**src/rtl/ps2_mouse_bridge.sv**
```systemverilog
// ps2_mouse_bridge
// Receives PS/2 mouse packets, keeps X/Y/wheel accumulators plus the button
// state, and writes them out to three external port-register latches as a
// strobed sequence X, Y, KEY on a shared 8-bit data bus.
//
// Ports
//   i_clk       system clock, all logic on its rising edge
//   i_rst_n     synchronous active-low reset
//   i_ps2_clk   PS/2 device clock (asynchronous, input only)
//   i_ps2_data  PS/2 device data (asynchronous, input only)
//   o_di        data bus to the port-register latches
//   o_mx        X register write strobe (latches on rising edge)
//   o_my        Y register write strobe (latches on rising edge)
//   o_mkey      button/wheel register write strobe (latches on rising edge)
//   o_pkt_err   one-cycle pulse when a frame or packet is discarded
module ps2_mouse_bridge #(
    parameter int WHEEL_EN       = 1,
    parameter int TIMEOUT_CYCLES = 20000,
    parameter int STROBE_CYCLES  = 4
) (
    input  logic       i_clk,
    input  logic       i_rst_n,
    input  logic       i_ps2_clk,
    input  logic       i_ps2_data,
    output logic [7:0] o_di,
    output logic       o_mx,
    output logic       o_my,
    output logic       o_mkey,
    output logic       o_pkt_err
);

    localparam int TO_W  = $clog2(TIMEOUT_CYCLES + 1) + 1;
    localparam int STB_W = $clog2(STROBE_CYCLES + 2) + 1;

    typedef enum logic [2:0] {
        S_IDLE  = 3'd0,
        S_SET_X = 3'd1,
        S_STB_X = 3'd2,
        S_SET_Y = 3'd3,
        S_STB_Y = 3'd4,
        S_SET_K = 3'd5,
        S_STB_K = 3'd6
    } state_t;

    // Odd parity: data plus parity bit must hold an odd number of ones.
    function automatic logic odd_parity_ok(input logic [7:0] data, input logic par);
        return ^{data, par};
    endfunction

    // Synchronizers and falling-edge detector
    logic [1:0] r_clk_sync;
    logic [1:0] r_data_sync;
    logic       r_clk_prev;

    // Frame / packet state
    logic [9:0]      r_shift;
    logic [3:0]      r_bit_cnt;
    logic [1:0]      r_pkt_idx;
    logic [TO_W-1:0] r_to_cnt;
    logic [7:0]      r_b0;
    logic [7:0]      r_b1;
    logic [7:0]      r_b2;
    logic            r_pkt_err;

    // Accumulators
    logic [7:0] r_x;
    logic [7:0] r_y;
    logic [3:0] r_w;
    logic [2:0] r_btn;

    // Update sequencer
    state_t           r_state;
    logic             r_pending;
    logic [STB_W-1:0] r_stb_cnt;
    logic [7:0]       r_snap_y;
    logic [7:0]       r_snap_k;
    logic [7:0]       r_di;
    logic             r_mx;
    logic             r_my;
    logic             r_mkey;

    // Combinational decode
    logic        w_fall;
    logic        w_bit;
    logic [10:0] w_frame;
    logic [7:0]  w_frame_data;
    logic        w_frame_ok;
    logic        w_frame_end;
    logic        w_active;
    logic        w_timeout;
    logic        w_pkt_done;
    logic [7:0]  w_dy;
    logic [3:0]  w_dz;
    logic [7:0]  w_key;
    logic        w_take;

    assign w_fall = r_clk_prev & ~r_clk_sync[1];
    assign w_bit  = r_data_sync[1];

    // Two-flop synchronizers for both PS/2 lines plus the previous clock sample
    always_ff @(posedge i_clk) begin
        if (!i_rst_n) begin
            r_clk_sync  <= 2'b11;
            r_data_sync <= 2'b11;
            r_clk_prev  <= 1'b1;
        end else begin
            r_clk_sync  <= {r_clk_sync[0], i_ps2_clk};
            r_data_sync <= {r_data_sync[0], i_ps2_data};
            r_clk_prev  <= r_clk_sync[1];
        end
    end

    // Frame assembly, validity and inactivity-timeout decode
    always_comb begin
        // The 11th bit is taken live so the frame is judged on its last edge.
        w_frame      = {w_bit, r_shift};
        w_frame_data = w_frame[8:1];
        w_frame_ok   = (w_frame[0] == 1'b0) && (w_frame[10] == 1'b1)
                       && odd_parity_ok(w_frame[8:1], w_frame[9]);
        w_frame_end  = w_fall && (r_bit_cnt == 4'd10);
        w_active     = (r_bit_cnt != 4'd0) || (r_pkt_idx != 2'd0);
        w_timeout    = w_active && !w_fall && (r_to_cnt >= TO_W'(TIMEOUT_CYCLES - 1));
    end

    // Packet completion and the dY / Z terms that go with it
    always_comb begin
        w_pkt_done = 1'b0;
        w_dy       = w_frame_data;
        w_dz       = 4'h0;
        if (w_frame_end && w_frame_ok) begin
            if ((WHEEL_EN == 0) && (r_pkt_idx == 2'd2)) begin
                w_pkt_done = 1'b1;
                w_dy       = w_frame_data;
                w_dz       = 4'h0;
            end else if ((WHEEL_EN != 0) && (r_pkt_idx == 2'd3)) begin
                w_pkt_done = 1'b1;
                w_dy       = r_b2;
                w_dz       = w_frame_data[3:0];
            end else begin
                w_pkt_done = 1'b0;
            end
        end else begin
            w_pkt_done = 1'b0;
        end
    end

    // KEY byte: wheel nibble, a constant 1, then active-low buttons
    always_comb begin
        w_key  = {((WHEEL_EN != 0) ? r_w : 4'hF), 1'b1, ~r_btn[2], ~r_btn[1], ~r_btn[0]};
        w_take = (r_state == S_IDLE) && r_pending;
    end

    // Frame reception, packet collection, timeout abort and accumulation
    always_ff @(posedge i_clk) begin
        if (!i_rst_n) begin
            r_shift   <= 10'h000;
            r_bit_cnt <= 4'd0;
            r_pkt_idx <= 2'd0;
            r_to_cnt  <= '0;
            r_b0      <= 8'h00;
            r_b1      <= 8'h00;
            r_b2      <= 8'h00;
            r_pkt_err <= 1'b0;
            r_x       <= 8'h00;
            r_y       <= 8'h00;
            r_w       <= 4'hF;
            r_btn     <= 3'b000;
        end else begin
            r_pkt_err <= 1'b0;
            if (w_timeout) begin
                r_bit_cnt <= 4'd0;
                r_pkt_idx <= 2'd0;
                r_to_cnt  <= '0;
                r_pkt_err <= 1'b1;
            end else if (w_fall) begin
                r_to_cnt <= '0;
                if (r_bit_cnt == 4'd10) begin
                    r_bit_cnt <= 4'd0;
                    if (!w_frame_ok) begin
                        r_pkt_idx <= 2'd0;
                        r_pkt_err <= 1'b1;
                    end else begin
                        case (r_pkt_idx)
                            2'd0: begin
                                // Bit 3 is always set in a real byte 0; use it to resync.
                                if (w_frame_data[3]) begin
                                    r_b0      <= w_frame_data;
                                    r_pkt_idx <= 2'd1;
                                end else begin
                                    r_pkt_err <= 1'b1;
                                end
                            end
                            2'd1: begin
                                r_b1      <= w_frame_data;
                                r_pkt_idx <= 2'd2;
                            end
                            2'd2: begin
                                r_b2      <= w_frame_data;
                                r_pkt_idx <= (WHEEL_EN != 0) ? 2'd3 : 2'd0;
                            end
                            2'd3: begin
                                r_pkt_idx <= 2'd0;
                            end
                            default: begin
                                r_pkt_idx <= 2'd0;
                            end
                        endcase
                    end
                end else begin
                    r_bit_cnt <= r_bit_cnt + 4'd1;
                    r_shift   <= {w_bit, r_shift[9:1]};
                end
            end else if (w_active) begin
                r_to_cnt <= r_to_cnt + TO_W'(1);
            end else begin
                r_to_cnt <= '0;
            end

            if (w_pkt_done) begin
                // Overflowed deltas are meaningless, so they are dropped.
                if (!r_b0[6]) begin
                    r_x <= r_x + r_b1;
                end
                if (!r_b0[7]) begin
                    r_y <= r_y + w_dy;
                end
                if (WHEEL_EN != 0) begin
                    r_w <= r_w + w_dz;
                end
                r_btn <= r_b0[2:0];
            end
        end
    end

    // Update sequencer: SET puts data on the bus, STB pulses the strobe then holds DI one cycle
    always_ff @(posedge i_clk) begin
        if (!i_rst_n) begin
            r_state   <= S_IDLE;
            r_pending <= 1'b1;
            r_stb_cnt <= '0;
            r_snap_y  <= 8'h00;
            r_snap_k  <= 8'hFF;
            r_di      <= 8'hFF;
            r_mx      <= 1'b0;
            r_my      <= 1'b0;
            r_mkey    <= 1'b0;
        end else begin
            // A new packet always wins over the clear, so no update is lost.
            r_pending <= w_pkt_done | (r_pending & ~w_take);
            case (r_state)
                S_IDLE: begin
                    if (r_pending) begin
                        r_state  <= S_SET_X;
                        r_di     <= r_x;
                        r_snap_y <= r_y;
                        r_snap_k <= w_key;
                    end
                end
                S_SET_X: begin
                    r_state   <= S_STB_X;
                    r_mx      <= 1'b1;
                    r_stb_cnt <= '0;
                end
                S_STB_X: begin
                    r_stb_cnt <= r_stb_cnt + STB_W'(1);
                    if (r_stb_cnt == STB_W'(STROBE_CYCLES - 1)) begin
                        r_mx <= 1'b0;
                    end
                    if (r_stb_cnt == STB_W'(STROBE_CYCLES)) begin
                        r_state <= S_SET_Y;
                        r_di    <= r_snap_y;
                    end
                end
                S_SET_Y: begin
                    r_state   <= S_STB_Y;
                    r_my      <= 1'b1;
                    r_stb_cnt <= '0;
                end
                S_STB_Y: begin
                    r_stb_cnt <= r_stb_cnt + STB_W'(1);
                    if (r_stb_cnt == STB_W'(STROBE_CYCLES - 1)) begin
                        r_my <= 1'b0;
                    end
                    if (r_stb_cnt == STB_W'(STROBE_CYCLES)) begin
                        r_state <= S_SET_K;
                        r_di    <= r_snap_k;
                    end
                end
                S_SET_K: begin
                    r_state   <= S_STB_K;
                    r_mkey    <= 1'b1;
                    r_stb_cnt <= '0;
                end
                S_STB_K: begin
                    r_stb_cnt <= r_stb_cnt + STB_W'(1);
                    if (r_stb_cnt == STB_W'(STROBE_CYCLES - 1)) begin
                        r_mkey <= 1'b0;
                    end
                    if (r_stb_cnt == STB_W'(STROBE_CYCLES)) begin
                        r_state <= S_IDLE;
                    end
                end
                default: begin
                    r_state <= S_IDLE;
                    r_mx    <= 1'b0;
                    r_my    <= 1'b0;
                    r_mkey  <= 1'b0;
                end
            endcase
        end
    end

    assign o_di      = r_di;
    assign o_mx      = r_mx;
    assign o_my      = r_my;
    assign o_mkey    = r_mkey;
    assign o_pkt_err = r_pkt_err;

endmodule

```
**config.mk**
```make
export PLATFORM = sky130hd
export DESIGN_NAME = ps2_mouse_bridge
export DESIGN_NICKNAME = d
export VERILOG_FILES = /design/src/rtl/ps2_mouse_bridge.sv
export SDC_FILE = /design/constraint.sdc
export NUM_CORES = 1
export LEC_CHECK = 0
export ABC_AREA = 1
export BUFFER_PORTS_ARGS = -buffer_cell sky130_fd_sc_hd__buf_2
export CORE_MARGIN = 1
export CORE_UTILIZATION = 25
export DETAILED_ROUTE_END_ITERATION = 8
export SLEW_MARGIN = 25
export SYNTH_ARGS = -nofsm -noshare
export SYNTH_HDL_FRONTEND = slang
export SYNTH_SLANG_ARGS = --single-unit
```
**constraint.sdc**
```tcl
create_clock -name i_clk -period 5.65 [get_ports i_clk]
set_input_delay 0 -clock i_clk [delete_from_list [all_inputs] [get_ports i_clk]]
set_output_delay 0 -clock i_clk [all_outputs]
set_load 0.05 [all_outputs]
```
==> results of run 1 <==
[cells in the final DEF (no fill, tap or decap), types with 10 or more instances in the layout]
cell type  synthesis  layout
dfxtp_1          116     116
nand2_1          112     112
inv_1             87      87
a21oi_1           76      76
nor2_1            66      66
o21ai_0           64      64
nand3_1           35      35
ha_1              25      25
clkbuf_16          0      17
xor2_1            16      16
buf_2              6      15
nor3_1            10      10
[area by class of cell]
cell class,instances,area [um2]
flip-flops and latches,116,2322
repair buffers,19,110.1
fillers,2408,15410
clock inverters,14,127.6
well taps,280,350.3
clock buffers,18,439.2
inverters,93,354.1
multi-input cells,491,2773
[cell families after synthesis]
| logic type | Yosys count |
|---|---|
| AOI/OAI and AO/OA | 184 |
| xor gates and xnor gates | 25 |
| adders and majority gates | 28 |
| buffers and inverters | 120 |
| DFF | 116 |
| other | 1 |
| and+or+nand+nor | 253 |
[per-stage QoR]
stage,instances,setup slack [ns],util
6_report,1031,2.341,0.2958
5_1_grt,1031,1.908,0.2958
3_3_place_gp,997,2.466,0.2690
3_5_place_dp,997,2.333,0.2690
4_1_cts,1031,2.317,0.2958
2_1_floorplan,727,2.714,-
[power breakdown]
group / leakage [uW] / switching (uW) / total, uW / internal (uW)
registers: 0.000944 / 54.2 / 974 / 920
clock network: 0.000269 / 402 / 1020 / 619
logic: 0.00134 / 422 / 570 / 149
total: 0.00256 / 878 / 2570 / 1690
[registers in the layout, indices dropped and copies added, names as in the netlist, 5 cells and up]
name      cells
r_x           8
o_di          8
r_y           8
r_shift      10
r_b0          5
r_b2          8
r_to_cnt     16
r_snap_k      7
r_b1          8
r_snap_y      8
[routing by layer]
layer | wire (um) | up-vias | GRT usage
met5 | 0 | - | 0
met3 | 405 | 15 | 0.03144
met4 | 231 | 0 | 0.04505
met2 | 5309 | 63 | 0.1834
li1 | - | 2429 | -
met1 | 6075 | 2106 | 0.1472
[worst max-delay path by stage]
stage / from / endpoint / slack [ns] / cells past startpoint
CTS: r_shift[2] / r_y[7] / 2.32 / 21
global route: r_shift[3] / r_y[7] / 1.91 / 25
finish: r_shift[2] / r_y[7] / 2.34 / 21
global placement: r_shift[2] / r_y[6] / 2.47 / 18
floorplan: r_shift[3] / r_y[6] / 2.71 / 26
detailed placement: r_shift[2] / r_y[6] / 2.33 / 18
[tightest hold or removal path: cells and delay by family]
family | cells | cell delay [ns]
and+or+nand+nor | 1 | 0.13
buffers and inverters | 2 | 0.40
==> results.yml, run 1 <==
power_and_ir_drop:
  ir_worst_vdd_uv: 213.2
  powerDensity_nw_per_um2: 396.2
  leakagePower_uw: 0.002555
  power_uw: 2566
critical_path:
  cp_cell_sequence: "xnor2_1, nand3_1, nand2_1, nand2_1, nand2_2, nand3_4, inv_6, nand2_8, inv_2, nand2_1, o21ai_0, inv_1, ha_1, a21oi_1, o21ai_0, a31oi_1, inv_1, nand3_1, nand2_1, a21oi_2, nor2_2"
  critPathTopFamily: "simple AND/OR/NAND/NOR gates"
  cp.arrival_ns: 3.61
  critPathMaxStageDelay_ns: 0.49
  worstPathMaxFanout: 22
  r2r_cells: 21
  end_kind: "flip-flop"
  r2r_start: "r_shift[2]"
  cp_slowest_cell: "dfxtp_1"
  critPathBufInv: 4
  reg2reg_slack_ns: 2.34
  path_class: "flip-flop to flip-flop"
  crit_required_ns: 5.96
  crit_path_start_kind: "flip-flop"
  cpMostUsedCell: "nand2_1"
  r2r-end: "r_y[7]"
clock_tree:
  root_buffer: "clkbuf_16"
  cts_buffer_depth: 2
  postCtsHoldBufs: 2
  clk_pin_slew_worst_paths_ns: 0.06
  cts_resized: 0
  clkSinkCount: 116
  cts_setup_buffers: 0
  clkLatencyLatePin_ns: 0.41
  tritoncts: "built"
  cts_max_level: 4
  cts_buffers: 17
yosys:
  synth-seq-cells: 116
  synth.top_cell.area_share: 0.4145
  synth_area_um2: 5603
  synth_top_flop_cell: "dfxtp_1"
  synth_compound_area_frac: 0.1847
  synth_area_leader_cell: "dfxtp_1"
  synthTopCellsByArea: "dfxtp_1 41%, nand2_1 7.5%, a21oi_1 6.8%"
  syn_area_per_cell_um2: 7.707
  syn-num-nets: 759
  yosys.area_share.adder: 0.06655
  synth_top_family_by_area: "simple AND/OR/NAND/NOR gates"
  yosysUniqueCellTypes: 47
  synth_xor_area_frac: 0.03908
  synth-edff-count: 0
  synth_mux_area_frac: 0
  yosysMostFrequentCell: "dfxtp_1"
  ys_top_cells_by_count: "116 x dfxtp_1, 112 x nand2_1, 87 x inv_1, 76 x a21oi_1, 66 x nor2_1"
  synth-simple-area-share: 0.2039
  ys_seq_area_frac: 0.4145
  synth_cells: 727
  async_reset_ff_frac: 0
  yosysWarnings: 0
min_path:
  hold_class: "input port to flip-flop"
  min-delay-start: "i_rst_n"
  hold_depth: 3
  holdPathEnd: "r_clk_prev"
floorplanning:
  dieArea_um2: 23010
  core-area_um2: 21890
  die_x_um: 151.7
  die_h_um: 151.7
  start_util: 0.2559
  rows: 54
  ioPinCount: 16
route:
  via_per_inst: 4.474
  num_vias: 4613
  first_pass_iters: 4
  routedWlPerCell_um: 11.66
  drc: 0
  drt_wl_total_um: 12020
  drt_iter0_drc: 205
  antenna_left: 0
global_route:
  antenna_found_initial: 0
  grt_pass1_vias: 4410
  grt_pass1_wl_um: 20760
  grt-ovfl-total: 0
  grt_max_degree: 60
  grt_use_total: 0.1154
timing:
  post-route-period-util: 0.5856
  slew_viol_final: 0
  skew_ns: 0.009659
  fmaxAchievable_ghz: 0.3022
  timing.hold.ws_ns: 0.1575
  relSlewSlack: 0.6083
  setup_violations: 0
  tns_ns: 0
  tightest_slew_ns: 0.5859
  final-hold-violation-count: 0
  post-route-min-period_ns: 3.309
  rsz0062_at_grt: "false"
outcome:
  outcome: "finished clean"
place:
  place.gp.congestion: 0.8090
  postPlaceCellArea_um2: 5889
  place_hpwl_um: 8443
  io_buffers: 15
finish:
  syn_to_final_growth_pct: 15.59
  final_nets: 770
  drive_above_1_share: 0.1105
  antenna_cells: 0
  fin_area_um2: 6476
job:
  cap_viol_max_count: 0
Note: power is estimated with default switching activity, not from simulation.
==> run 2: changes to the inputs <==
--- a/config.mk
+++ b/config.mk
@@ -5,7 +5,7 @@
 export SDC_FILE = /design/constraint.sdc
 export NUM_CORES = 1
 export LEC_CHECK = 0
-export ABC_AREA = 1
+export ABC_AREA = 0
 export BUFFER_PORTS_ARGS = -buffer_cell sky130_fd_sc_hd__buf_2
 export CORE_MARGIN = 1
 export CORE_UTILIZATION = 25
==> constraint.sdc (replaced) <==
create_clock -name i_clk -period 2.9 [get_ports i_clk]
set_input_delay 0 -clock i_clk [delete_from_list [all_inputs] [get_ports i_clk]]
set_output_delay 0 -clock i_clk [all_outputs]
set_load 0.05 [all_outputs]
==> run 2 against run 1 <==
  * The run now ends with negative setup slack left
  * Largest power group unchanged
  * Wire length is 1.4% higher
  * Sequential power is 75% higher
  * Final cell count is 2.5% lower
==> results.yml, run 2 <==
outcome:
  outcome: "finished with violations"
  violations: "negative setup slack"
route:
  routedWlPerCell_um: 12.13
  antenna_left: 0
  drc: 0
  via_per_inst: 4.502
  num_vias: 4525
  first_pass_iters: 4
  drt_iter0_drc: 317
  drt_wl_total_um: 12190
global_route:
  antenna_found_initial: 0
  grt_pass1_vias: 4252
  grt-ovfl-total: 0
  grt_use_total: 0.1099
  grt_max_degree: 50
  grt_pass1_wl_um: 20890
yosys:
  synth.top_cell.area_share: 0.4044
  yosysUniqueCellTypes: 63
  ys_seq_area_frac: 0.4044
  syn_area_per_cell_um2: 8.660
  synth_cells: 663
  synthTopCellsByArea: "dfxtp_1 40%, nand2_1 5.8%, ha_1 5.4%"
  synth-edff-count: 0
  yosysMostFrequentCell: "dfxtp_1"
  synth_area_leader_cell: "dfxtp_1"
  synth_area_um2: 5742
  yosysWarnings: 0
  synth-seq-cells: 116
  async_reset_ff_frac: 0
  syn-num-nets: 695
  ys_top_cells_by_count: "116 x dfxtp_1, 89 x nand2_1, 51 x o21ai_0, 34 x nor2_1, 32 x nand3_1"
  synth_top_flop_cell: "dfxtp_1"
job:
  cap_viol_max_count: 0
clock_tree:
  cts_buffers: 17
  cts_setup_buffers: 0
  root_buffer: "clkbuf_16"
  clkSinkCount: 116
  clk_pin_slew_worst_paths_ns: 0.06
  tritoncts: "built"
  clkLatencyLatePin_ns: 0.41
  cts_max_level: 4
  cts_buffer_depth: 2
min_path:
  hold_class: "input port to flip-flop"
critical_path:
  critPathMaxStageDelay_ns: 0.50
  cp_cell_sequence: "or3b_4, or4_4, mux2i_4, nand2_4, mux2_4, ha_4, o21a_1, and2_4, a21o_1, a221o_1, o31a_1, o21a_1"
  cpMostUsedCell: "o21a_1"
  end_kind: "flip-flop"
  worstPathMaxFanout: 8
  crit_required_ns: 3.21
  critPathBufInv: 0
  cp_slowest_cell: "or4_4"
  path_class: "flip-flop to flip-flop"
  crit_path_start_kind: "flip-flop"
  cp.arrival_ns: 3.66
  critPathTopFamily: "simple AND/OR/NAND/NOR gates"
place:
  dpl_worst_slack_ns: -0.4634
  io_buffers: 15
  place_hpwl_um: 8522
  place.gp.congestion: 0.7561
floorplanning:
  dieArea_um2: 23580
  die_x_um: 153.6
  die_h_um: 153.6
  rows: 55
  core-area_um2: 22570
  start_util: 0.2544
  ioPinCount: 16
power_and_ir_drop:
  powerDensity_nw_per_um2: 592.0
  power_uw: 4168
  ir_worst_vdd_uv: 363.5
  leakagePower_uw: 0.002620
finish:
  largest_reg_flops: 16
  syn_to_final_growth_pct: 22.62
  regMostFlops: "r_to_cnt"
  drive_above_1_share: 0.1667
  antenna_cells: 0
  reg_top3: "r_to_cnt x16, r_shift x10"
  final_nets: 739
  final_cell_mix: "113 x dfxtp_1, 89 x nand2_1, 49 x o21ai_0"
  layout_commonest_cell: "dfxtp_1"
timing:
  relSlewSlack: 0.5963
  skew_ns: 0.01041
  fmaxAchievable_ghz: 0.2986
  worst_slack_ns: -0.4494
  post-route-min-period_ns: 3.349
  setup_violations: 6
  rsz0062_at_grt: "true"
  slew_viol_final: 0
  post-route-period-util: 1.155
  tightest_slew_ns: 0.6040
  final-hold-violation-count: 0
[run 2: cell count changes in the layout (fill, tap and decap cells not counted), moves of 8 or more]
cell,previous run,this run
buf_4,2,43
o21ai_1,9,1
nor2b_1,0,25
mux2i_1,0,21
nand2_1,112,89
nor2_1,66,34
nand2b_1,0,11
inv_1,87,29
o21ai_0,64,49
a21oi_1,76,19
a21boi_0,0,15
[run 2: layout make-up]
class,instances,area [um2]
Fill cell,2391,15530
Multi-Input combinational cell,483,3252
Sequential cell,116,2326
Clock buffer,20,446.7
Timing Repair Buffer,60,417.9
Tap cell,285,356.6
Clock inverter,12,132.6
Inverter,29,108.9
[run 2: final timing paths]
kind	startpoint	endpoint	slack, ns	cells after the start
setup / recovery	r_bit_cnt[0]	r_y[7]	-0.45	12
hold / removal	i_rst_n	r_clk_sync[1]	0.02	2
setup reg to reg	r_bit_cnt[0]	r_y[7]	-0.45	12
hold reg to reg	r_clk_sync[0]	r_clk_sync[1]	0.41	1
[run 2: report_power, final]
part	switching, uW	internal [uW]	leakage, uW
Clock	763	1290	0.000276
Sequential	44.5	1660	0.000942
Combinational	280	140	0.00140
[run 2: stage by stage]
| step | instance area, um2 | hold slack [ns] | util | std cells | setup TNS [ns] |
|---|---|---|---|---|---|
| after floorplan | 5814 | 0.1015 | - | 663 | -1.562 |
| after global placement | 6410 | 0.1866 | 0.2840 | 971 | -1.191 |
| after detailed placement | 6410 | 0.1932 | 0.2840 | 971 | -1.390 |
| after CTS | 7024 | 0.02792 | 0.3112 | 1005 | -1.151 |
| after global routing | 7041 | 0.05652 | 0.3119 | 1005 | -2.441 |
| final | 7041 | 0.02355 | 0.3119 | 1005 | -1.119 |
[run 2: repair_timing]
item | 4_1_cts | 5_1_grt
hold buffers | 2 | 0
setup endpoints to repair | 8 | 9
pin swaps | 2 | 5
hold endpoints to repair | 2 | 0
gates resized for setup | 4 | 6
[run 2: per-layer routing]
| layer | vias to the layer above | track usage | routed length, um |
|---|---|---|---|
| met3 | 10 | 0.02649 | 263 |
| li1 | 2397 | - | - |
| met2 | 34 | 0.1690 | 5429 |
| met1 | 2084 | 0.1501 | 6378 |
| met4 | 0 | 0.03571 | 121 |
| met5 | - | 0 | 0 |
[run 2: cells by family after synthesis]
logic type,synth area share
and+or+nand+nor,0.2116
DFF,0.4044
AOI/OAI and AO/OA,0.1706
other,0.0006531
buffers and inverters,0.04489
muxes,0.05818
adders and majority gates,0.06494
xor gates and xnor gates,0.04467
[run 2: worst reg2reg max path, cell delays in order (launching register included)]
cell,delay (ns)
dfxtp_1,0.31
or3b_4,0.39
or4_4,0.50
mux2i_4,0.19
nand2_4,0.12
mux2_4,0.33
ha_4,0.24
o21a_1,0.19
and2_4,0.14
a21o_1,0.14
a221o_1,0.29
o31a_1,0.24
o21a_1,0.16
